**src/rtl/alu_sel_pkg.sv**
```systemverilog
// Shared constants and helpers for the ALU result select/arbitration block.
package alu_sel_pkg;

  localparam logic MODE_DIRECT = 1'b0;
  localparam logic MODE_RR     = 1'b1;

  // Index width that never collapses to zero bits.
  function automatic int unsigned clog2_min1(input int unsigned n);
    int unsigned r;
    r = $clog2(n);
    return (r < 1) ? 1 : r;
  endfunction

endpackage

```
**src/rtl/mux_sel_arb_reg_rr_arbiter.sv**
```systemverilog
// Combinational round-robin arbiter: rotate by ptr, priority-encode, un-rotate.
module rr_arbiter
  import alu_sel_pkg::*;
#(
  parameter  int unsigned N  = 8,
  localparam int unsigned SW = clog2_min1(N)
) (
  input  logic [N-1:0]  req,
  input  logic [SW-1:0] ptr,
  output logic [SW-1:0] gnt_idx,
  output logic          gnt_any
);

  // One extra bit so ptr+offset up to 2N-2 never overflows.
  localparam int unsigned XW = SW + 1;

  logic [2*N-1:0] req2;
  logic [N-1:0]   rot;
  logic [XW-1:0]  base;
  logic [XW-1:0]  off;
  logic [XW-1:0]  sum;

  assign req2 = {req, req};

  // An out-of-range pointer is treated as 0 so the rotation stays in bounds.
  assign base = ({1'b0, ptr} < XW'(N)) ? {1'b0, ptr} : '0;

  // Rotate so that channel ptr lands at position 0.
  always_comb begin
    rot = '0;
    for (int unsigned k = 0; k < N; k++) begin
      rot[k] = req2[base + XW'(k)];
    end
  end

  // Lowest set position in the rotated vector wins.
  always_comb begin
    gnt_any = 1'b0;
    off     = '0;
    for (int k = N - 1; k >= 0; k--) begin
      if (rot[k]) begin
        gnt_any = 1'b1;
        off     = XW'(k);
      end
    end
  end

  // Un-rotate back to an absolute channel index (mod N, any N).
  assign sum     = base + off;
  assign gnt_idx = (sum >= XW'(N)) ? SW'(sum - XW'(N)) : SW'(sum);

endmodule

```
**src/rtl/mux_sel_arb_reg.sv**
```systemverilog
// Registered N:1 result mux with direct or round-robin source selection.
module mux_sel_arb_reg
  import alu_sel_pkg::*;
#(
  parameter  int unsigned N  = 8,
  parameter  int unsigned W  = 6,
  localparam int unsigned SW = clog2_min1(N)
) (
  input  logic            clk,
  input  logic            rst,
  input  logic            mode,
  input  logic [SW-1:0]   sel,
  input  logic [N*W-1:0]  d,
  input  logic [N-1:0]    d_valid,
  output logic [N-1:0]    d_ready,
  output logic [W-1:0]    y,
  output logic            y_valid,
  input  logic            y_ready,
  output logic [SW-1:0]   y_src
);

  localparam int unsigned XW = SW + 1;

  logic [SW-1:0] ptr;
  logic          load_en_c;
  logic          sel_ok_c;
  logic          dir_any_c;
  logic [SW-1:0] rr_idx_c;
  logic          rr_any_c;
  logic [SW-1:0] grant_idx_c;
  logic          grant_any_c;
  logic          xfer_c;
  logic [W-1:0]  din_c;
  logic [SW-1:0] ptr_next_c;

  rr_arbiter #(.N(N)) u_rr_arbiter (
    .req     (d_valid),
    .ptr     (ptr),
    .gnt_idx (rr_idx_c),
    .gnt_any (rr_any_c)
  );

  // Output register can accept when empty or draining this cycle.
  assign load_en_c = !y_valid || y_ready;

  // Direct mode grants only an in-range, valid channel.
  assign sel_ok_c  = ({1'b0, sel} < XW'(N));
  assign dir_any_c = sel_ok_c ? d_valid[sel] : 1'b0;

  // Grant source mux between direct and round-robin selection.
  always_comb begin
    grant_idx_c = sel;
    grant_any_c = dir_any_c;
    if (mode == MODE_RR) begin
      grant_idx_c = rr_idx_c;
      grant_any_c = rr_any_c;
    end
  end

  assign xfer_c = !rst && load_en_c && grant_any_c;

  // One-hot accept strobe toward the granted source.
  always_comb begin
    d_ready = '0;
    if (xfer_c) begin
      d_ready[grant_idx_c] = 1'b1;
    end
  end

  // Data mux for the granted channel.
  always_comb begin
    din_c = '0;
    for (int unsigned i = 0; i < N; i++) begin
      if (grant_idx_c == SW'(i)) begin
        din_c = d[i*W +: W];
      end
    end
  end

  // Pointer advances past the granted channel, wrapping at N-1.
  assign ptr_next_c = (grant_idx_c == SW'(N - 1)) ? '0 : SW'(grant_idx_c + SW'(1));

  // Output register and round-robin pointer.
  always_ff @(posedge clk) begin
    if (rst) begin
      y       <= '0;
      y_valid <= 1'b0;
      y_src   <= '0;
      ptr     <= '0;
    end else if (load_en_c) begin
      if (grant_any_c) begin
        y       <= din_c;
        y_src   <= grant_idx_c;
        y_valid <= 1'b1;
        if (mode == MODE_RR) begin
          ptr <= ptr_next_c;
        end
      end else begin
        y_valid <= 1'b0;
      end
    end
  end

endmodule

```
**config.mk**
```make
export PLATFORM = sky130hd
export DESIGN_NAME = mux_sel_arb_reg
export DESIGN_NICKNAME = d
export VERILOG_FILES = /design/src/rtl/alu_sel_pkg.sv /design/src/rtl/mux_sel_arb_reg_rr_arbiter.sv /design/src/rtl/mux_sel_arb_reg.sv
export SDC_FILE = /design/constraint.sdc
export NUM_CORES = 1
export LEC_CHECK = 0
export CAP_MARGIN = 10
export CORE_ASPECT_RATIO = 1.25
export CORE_MARGIN = 2
export CORE_UTILIZATION = 44
export DETAILED_ROUTE_END_ITERATION = 8
export GPL_TIMING_DRIVEN = 1
export PLACE_DENSITY = 0.82
export SLEW_MARGIN = 5
export SYNTH_ARGS = -nofsm -noshare
export SYNTH_HDL_FRONTEND = slang
export SYNTH_SLANG_ARGS = --single-unit
```
**constraint.sdc**
```tcl
create_clock -name clk -period 7.9 [get_ports clk]
set_input_delay 2.37 -clock clk [delete_from_list [all_inputs] [get_ports clk]]
set_output_delay 2.37 -clock clk [all_outputs]
set_load 0.01 [all_outputs]
```
# --- Yosys cells after proc, flatten, opt, wreduce, memory -nomap -nowiden ---
# Index checks and enable logic that the tools add are counted.
totals:
  n_memories: 0
  mem_bits_rw: 0
  latchBits: 0
  ff_bits: 13
  output_inout_bits: 18
  rom_bits: 0
op_classes:
  mux: 50
  order_cmp: 12
  add_sub_neg: 10
  reduce_logical: 9
  n_bitwise: 0
  shift: 0
  multipliers: 0
  div: 0
  eq_ne: 7
ops:
  columns: ["op", "count"]
  rows:
  - ["$mux W6", 8]
  - ["$lt A4 B5 Y1 const B", 7]
  - ["$mux W3", 11]
  - ["$bmux W1 S4", 7]
  - ["$mux W1", 20]
  - ["$add A3 B3 Y4 const B", 4]
  - ["$eq A3 B3 Y1 const B", 4]
  - ["$add A3 B2 Y4 const B", 2]
  - ["$lt A3 B4 Y1 const B", 2]
  - ["$mux W8", 1]
  - ["$bmux W1 S3", 2]
  - ["$eq A3 B2 Y1 const B", 2]
  - ["$lt A3 B5 Y1 const B", 1]
  - ["$add A3 B1 Y4 const B", 1]
  - ["$add A3 B3 Y4", 1]
  - ["$ge A4 B4 Y1 const B", 1]
  - ["$add A3 B1 Y3 const B", 1]
  - ["$demux W1 S3", 1]
  - ["$eq A3 B1 Y1 const B", 1]
  - ["$ge A3 B1 Y1 const B", 1]
  - ["$logic_and A1 B1 Y1", 3]
  - ["$logic_not A3 Y1", 1]
  - ["$reduce_and A3 Y1", 1]
  - ["$sub A3 B1 Y3 const B", 1]
  - ["3 further kinds", 4]

# --- Logic depth before layout (Yosys ltp) ---
# Gate-level depths: netlist (run 1).
logic_depth:
  ltp_word: 24
  ltp_mapped: 27
  depth_no_buf: 25

# --- Hierarchy ---
# Synthesis (run 1) repeated with hierarchy kept, for this count alone.
unflattened:
  cells_unflattened: 230
  hier_area_um2: 1993.2
modules_own_cells:
  columns: ["mod", "seq_area_each_um2", "n_inst", "area_each_um2", "cells_each"]
  rows:
  - ["mux_sel_arb_reg", 260.2, 1, 1280.0, 158]
  - ["rr_arbiter", 0.0, 1, 713.2, 72]

# --- Worst setup path after synthesis (run 1) ---
# Ideal clock, no wire load.
synth_path:
  path_type: "input -> output"
  startpoint: "in d_valid[0]"
  endpoint: "out d_ready[4]"
  arrival_ns: 5.159
  path_slack_ns: 0.371
  cell_stages: 15
  path_buffers: 0
  required_time_ns: 5.530
  cell_sequence: "mux4_2 mux2_2 nor2b_1 nor2_1 o211ai_1 a21oi_1 a211oi_1 ha_1 fa_1 xnor2_1 nand2_1 or3_4 nand3_2 nand2_1 nor2_1"
synth_between:
  elab_chain_cells: 19
  elab_cells_between_ends: 47
  cone_classes: "add/sub (2); order compare (3); mux (40); reduce/logical (2)"
synth_rtl:
  columns: ["item", "line", "text"]
  rows:
  - ["from (decl)", "mux_sel_arb_reg.sv:14", "input logic [N-1:0] d_valid,"]
  - ["$bmux W1 S4", "mux_sel_arb_reg_rr_arbiter.sv:32", "rot[k] = req2[base + XW'(k)];"]
  - ["$mux W1 (implied by the code)", "mux_sel_arb_reg_rr_arbiter.sv:32", null]
  - ["$mux W3 (8 in series)", "mux_sel_arb_reg_rr_arbiter.sv:41", "if (rot[k]) begin"]
  - ["$add A3 B3 Y4", "mux_sel_arb_reg_rr_arbiter.sv:49", "assign sum = base + off;"]
  - ["$ge A4 B4 Y1 / $sub A3 B1 Y3 (equally long branches)", "mux_sel_arb_reg_rr_arbiter.sv:50", "assign gnt_idx = (sum >= XW'(N)) ? SW'(sum - XW'(N)) : SW'(sum);"]
  - ["$mux W3", "mux_sel_arb_reg_rr_arbiter.sv:50", null]
  - ["$mux W3", "mux_sel_arb_reg.sv:54", "if (mode == MODE_RR) begin"]
  - ["$lt A3 B4 Y1 (implied by the code) / $ge A3 B1 Y1 (equally long branches)", "mux_sel_arb_reg.sv:66", "d_ready[grant_idx_c] = 1'b1;"]
  - ["$logic_and A1 B1 Y1 (implied by the code)", "mux_sel_arb_reg.sv:66", null]
  - ["$mux W1 (implied by the code)", "mux_sel_arb_reg.sv:66", null]
  - ["$demux W1 S3", "mux_sel_arb_reg.sv:66", null]
  - ["$mux W8 *", "mux_sel_arb_reg.sv:65", "if (xfer_c) begin"]
  - ["to (decl)", "mux_sel_arb_reg.sv:15", "output logic [N-1:0] d_ready,"]
# Mark *: on every way between the ends. The rest lies on a longest branch, timed or not. The select of a mux whose other input is x is not followed.

# --- Worst setup path after layout (run 1) ---
layout_path:
  startpoint: "in d_valid[1]"
  endpoint: "out d_ready[6]"
# Same word-level chain as after synthesis.

==> flow_summary.json, run 1 <==
{
  "status": "complete, no violations",
  "vias_per_cell": 5.807,
  "insertion_delay_ns": 0.24,
  "die_height_um": 78.66,
  "cts_tree": "built",
  "final_common_cell": "clkdlybuf4s50_1",
  "cts_made_buffers": 3,
  "drtIter0Drc": 103,
  "synth_cell_types": 55,
  "die_area_mm2": 0.005012,
  "fin_skew_ns": 0.0005239,
  "antenna_found_initial": 0,
  "path_max_fanout": 4,
  "io_buffers": 80,
  "htreeDepth": 1,
  "finalWirelength_mm": 7.010,
  "power.density_mw_per_mm2": 258.5,
  "pre_cts_ws_ns": -0.6675,
  "layout-area-overhead-vs-synth_pct": 61.61,
  "final_util_pct": 72.75,
  "grt_pass1_vias": 2351,
  "placementRows": 27,
  "routedWlPerCell_um": 17.10,
  "max_freq_mhz": 127.9,
  "track_usage_pct": 26.63,
  "synth_area_per_cell_um2": 8.041,
  "maxCapViolCount": 0,
  "hold_ws_ns": 0.4835,
  "ant_nets": 0,
  "period_share_pct": 99.00,
  "ys_seq_area_share_pct": 13.27,
  "cellLeakagePower_nw": 1.272,
  "clock_sinks": 13,
  "hold_path_class": "reg -> reg",
  "slew_headroom_pct": 38.93,
  "synthCells": 244,
  "clk_pin_slew_worst_paths_ns": 0.05,
  "rsz0062_at_grt": "true",
  "ys_async_sr_fraction_pct": 0,
  "grt_max_degree": 18,
  "hold_viol_final": 0,
  "nets": 426,
  "dr_total_vias": 2381,
  "irDropWorstVdd_v": 0.0001335,
  "setup_slack_ns": 0.07915,
  "num_antenna_cells": 0,
  "clock_path_buffers": 2,
  "grt-ovfl-total": 0,
  "start_util_pct": 45.02,
  "grt_pass1_wl_mm": 10.55,
  "globalplace.congestion": 0.9698,
  "cts_hold_buf": 0,
  "end_kind": "primary output",
  "syn_nets": 317,
  "die_w_um": 63.73,
  "layout-drive-gt1-share_pct": 30.11,
  "synth_ff_type": "dfxtp_1",
  "ys_seq_elements": 13,
  "maxSlewViolCount": 0,
  "ys_warn_count": 0,
  "num_io_pins": 81,
  "firstDrtPassIters": 5,
  "synth_top_area_share_pct": 13.78,
  "syn_area_mm2": 0.001962,
  "setup_violations": 0,
  "critPathArrivalTime_ns": 5.45,
  "coreArea_mm2": 0.004358,
  "yosys-top-cells-area": "mux4_2, dfxtp_1, nand2_1",
  "cts_root_buf": "clkbuf_8",
  "synth-edff-count": 0,
  "synth.largest_area_cell": "mux4_2",
  "drc": 0,
  "dp_hpwl_mm": 5.607,
  "ff2ff_setup_slack_ns": 2.18,
  "fin_crit_ns": 7.821,
  "critPathKind": "in -> out",
  "startpoint_type": "input pin",
  "critical_path_required_ns": 5.53,
  "layout_common_cells": "clkdlybuf4s50_1, buf_4, nand2_1, nor2_1, dfxtp_1",
  "tightest_slew_ns": 0.9142
}
==> kinds of logic (layout without fill, tap and decap cells) <==
kind of cell	Yosys count	in the layout	share of synthesized area, %
buffers and inverters	27	135	5.676
adders and majority gates	10	10	6.760
and+or+nand+nor	91	91	23.41
muxes	25	25	21.62
DFF	13	13	13.27
AOI/OAI and AO/OA	74	74	27.49
xor gates and xnor gates	4	4	1.786
==> final cells by class <==
cell class	instances	area, µm²
Multi-Input combinational cell	204	1674
Fill cell	330	1187
Timing Repair Buffer	119	1071
Sequential cell	13	260.3
Tap cell	58	72.57
Inverter	12	47.55
Clock buffer	4	45.04
==> what timing repair did <==
action | in CTS | in global routing
resized for setup | 39 | 68
pin swaps | 9 | 17
endpoints found under the hold margin | 0 | 0
setup buffers | 3 | 2
setup endpoints to repair | 8 | 8
==> worst max-delay path, cell delays in order <==
cell      delay [ns]
buf_8           0.10
mux4_2          0.47
mux2_4          0.30
nor2b_1         0.11
nor2_1          0.05
o211ai_1        0.21
a21oi_2         0.10
a211oi_2        0.23
ha_2            0.22
fa_2            0.23
xnor2_2         0.12
nand2_1         0.08
or3_4           0.39
nand3_4         0.13
nand2_4         0.07
nor2_1          0.12
buf_2           0.14
==> stage by stage <==
step,setup TNS [ns],std cells,area (µm²),power [mW]
2_1_floorplan,0,244,1962,0.4869
3_3_place_gp,-4.455,401,3024,0.7111
3_5_place_dp,-5.097,401,3024,0.7225
4_1_cts,0,408,3112,0.7928
5_1_grt,-0.4334,410,3171,0.8857
6_report,0,410,3171,0.8196
==> cell usage after synthesis, types with 3 or more instances <==
library cell,number
a222oi_1,3
a31oi_1,3
mux2i_1,6
dfxtp_1,13
o22ai_1,4
mux2_2,3
ha_1,9
a32oi_1,3
nand2b_1,3
a211oi_1,7
nor2b_1,6
a21oi_1,10
nor2_1,30
inv_1,10
clkbuf_1,12
nand2_1,34
a22oi_1,4
mux2_4,4
o21ai_0,11
mux4_2,12
o211ai_1,5
o21ai_1,8
==> per-layer routing <==
metal	part of all wire, %	track usage (%)
met1	34	24.31
met4	5.2	16.52
met5	0	0
met3	4.7	3.725
met2	56	53.58
==> power by group <==
group,switching [mW],internal [mW],total [mW]
clock network,0.0225,0.0356,0.0581
logic,0.333,0.327,0.661
registers,0.0177,0.0833,0.101
==> state kept, by name, indices dropped and copies added (netlist names) <==
name,flops
ptr,3
y_src,3
y_valid,1
y,6
==> worst paths after layout <==
path,from,endpoint,cells past startpoint
worst max-delay path,d_valid[1],d_ready[6],17
worst min-delay path,y[1]$_SDFFE_PP0P_,y[1]$_SDFFE_PP0P_,2
worst max register to register,ptr[0]$_SDFFE_PP0P_,y[2]$_SDFFE_PP0P_,21
worst min register to register,y[1]$_SDFFE_PP0P_,y[1]$_SDFFE_PP0P_,2
(Power assumes the default switching activity.)
==> run 2, diff against run 1 <==
--- a/config.mk
+++ b/config.mk
@@ -7,7 +7,6 @@
 export LEC_CHECK = 0
 export CAP_MARGIN = 10
 export CORE_ASPECT_RATIO = 1.25
-export CORE_MARGIN = 2
 export CORE_UTILIZATION = 44
 export DETAILED_ROUTE_END_ITERATION = 8
 export GPL_TIMING_DRIVEN = 1
==> run 2 against run 1 <==
Critical path depth is 1 higher. Critical endpoint is now d_ready[3]. Cell area is 5.4% higher. Register-to-register slack worse by 1.2 ns. Power is 8.5% higher. Routed wire length is 12% higher. Fmax is 0.67% lower. Critical path type unchanged. Via count is 7.7% higher. First-iteration DRC count is 110% higher. Clock-buffer cell count stayed put. Die area is 5.6% lower. Combinational power is 9.5% higher.
==> flow_summary.json, run 2 (same netlist as run 1, synthesis figures left out) <==
{
  "hold_ws_ns": 0.4835,
  "vias_per_cell": 5.963,
  "dp_cells": 401,
  "critPathKind": "in -> out",
  "firstDrtPassIters": 5,
  "num_io_pins": 81,
  "nets": 448,
  "globalplace.congestion": 0.9702,
  "cts_hold_buf": 0,
  "p_total_mw": 0.8892,
  "startpoint_type": "input pin",
  "dr_total_vias": 2564,
  "grt-ovfl-total": 0,
  "layout-area-overhead-vs-synth_pct": 70.28,
  "clock_sinks": 13,
  "coreArea_mm2": 0.004197,
  "drtIter0Drc": 218,
  "setup_violations": 0,
  "r2r-start": "ptr[2]$_SDFFE_PP0P_",
  "num_antenna_cells": 0,
  "hold_path_class": "reg -> reg",
  "htreeDepth": 1,
  "placementRows": 26,
  "path_max_fanout": 6,
  "grt_pass1_vias": 2487,
  "drc": 0,
  "largestRegisters": "y x6, ptr x3, y_src x3",
  "maxCapViolCount": 0,
  "period_share_pct": 99.66,
  "io_buffers": 80,
  "antenna_found_initial": 0,
  "die_height_um": 76.66,
  "largest_reg_flops": 6,
  "cts_made_buffers": 3,
  "fin_skew_ns": 0.004247,
  "track_usage_pct": 32.48,
  "clock_path_buffers": 2,
  "end_kind": "primary output",
  "maxSlewViolCount": 0,
  "irDropWorstVdd_v": 0.0002112,
  "layout_common_cells": "clkdlybuf4s50_1, buf_4, nand2_1, nor2_1, dfxtp_1",
  "clk_pin_slew_worst_paths_ns": 0.06,
  "start_util_pct": 46.75,
  "die_area_mm2": 0.004732,
  "finalWirelength_mm": 7.839,
  "cts_tree": "built",
  "final_cells": 430,
  "largest-register": "y",
  "critical_path_required_ns": 5.53,
  "hold_viol_final": 0,
  "insertion_delay_ns": 0.25,
  "routedWlPerCell_um": 18.23,
  "rsz0062_at_grt": "true",
  "dp_hpwl_mm": 5.304,
  "die_w_um": 61.73,
  "fin_crit_ns": 7.874,
  "tightest_slew_ns": 0.8637,
  "hold_start": "y[5]$_SDFFE_PP0P_",
  "ant_nets": 0,
  "critPathArrivalTime_ns": 5.50,
  "max_freq_mhz": 127.0,
  "status": "complete, no violations",
  "slew_headroom_pct": 42.30,
  "final_common_cell": "clkdlybuf4s50_1",
  "layout-drive-gt1-share_pct": 34.22,
  "cts_root_buf": "clkbuf_8",
  "power.density_mw_per_mm2": 266.2,
  "grt_pass1_wl_mm": 11.59,
  "cellLeakagePower_nw": 1.377,
  "grt_max_degree": 18,
  "worstSetupStartpoint": "d_valid[5]"
}
[run 2: changes by cell type in the layout (fill, tap and decap cells not counted), sizes merged]
cell / before / now
buf: 55 / 75
clkbuf: 4 / 6
[run 2: per-stage QoR]
step	TNS (ns)	instance area, µm²	worst slack [ns]	util (%)
floorplan	0	1962	0.3714	-
global placement	-4.496	3037	-0.5746	72.36
detailed placement	-5.063	3037	-0.6829	72.36
CTS	0	3234	0.0008642	77.07
global route	-0.7556	3341	-0.1160	79.61
finish	0	3341	0.02650	79.61
[run 2: worst max-delay path, cell delays in order]
cell and delay, ns:
buf_8 0.10, mux4_2 0.47, mux2_4 0.31, buf_4 0.14, buf_4 0.13, nor2_1 0.09, o32a_1 0.14, o22ai_1 0.11
fa_2 0.41, buf_4 0.15, xor2_1 0.14, and2_1 0.20, o21ai_2 0.10, nand3_4 0.13, inv_2 0.10, nand2_2 0.07
nor2_1 0.18, buf_2 0.17
[run 2: per-layer routing]
| layer | share of wire (%) | vias up | track usage, % |
|---|---|---|---|
| met5 | 0 | - | 0 |
| met1 | 36 | 1211 | 36.26 |
| met4 | 4.9 | 0 | 16.67 |
| li1 | - | 1187 | - |
| met2 | 54 | 131 | 57.20 |
| met3 | 5.7 | 35 | 3.879 |
[run 2: where the power goes]
group	internal, mW	leakage (nW)	switching (mW)
logic	0.362	1.25	0.362
registers	0.0833	0.107	0.0215
clock network	0.0357	0.0228	0.0248
[run 2: final cells by class]
cell class | instances | area [µm²]
Sequential cell | 13 | 260.3
Fill cell | 264 | 855.8
Clock buffer | 4 | 45.04
Inverter | 12 | 45.04
Timing Repair Buffer | 141 | 1241
Tap cell | 56 | 70.07
Multi-Input combinational cell | 204 | 1679
[run 2: worst paths after layout]
kind	to	slack [ns]	cells past startpoint
worst max register to register	y[0]$_SDFFE_PP0P_	0.99	36
worst min-delay path	y[5]$_SDFFE_PP0P_	0.48	2
worst min register to register	y[5]$_SDFFE_PP0P_	0.48	2
worst max-delay path	d_ready[3]	0.03	18
[run 2: timing repair]
action	4_1_cts	5_1_grt
resized for setup	57	44
endpoints found under the hold margin	0	0
buffers inserted	21	5
pin swaps	15	17
endpoints found under the setup margin	8	14
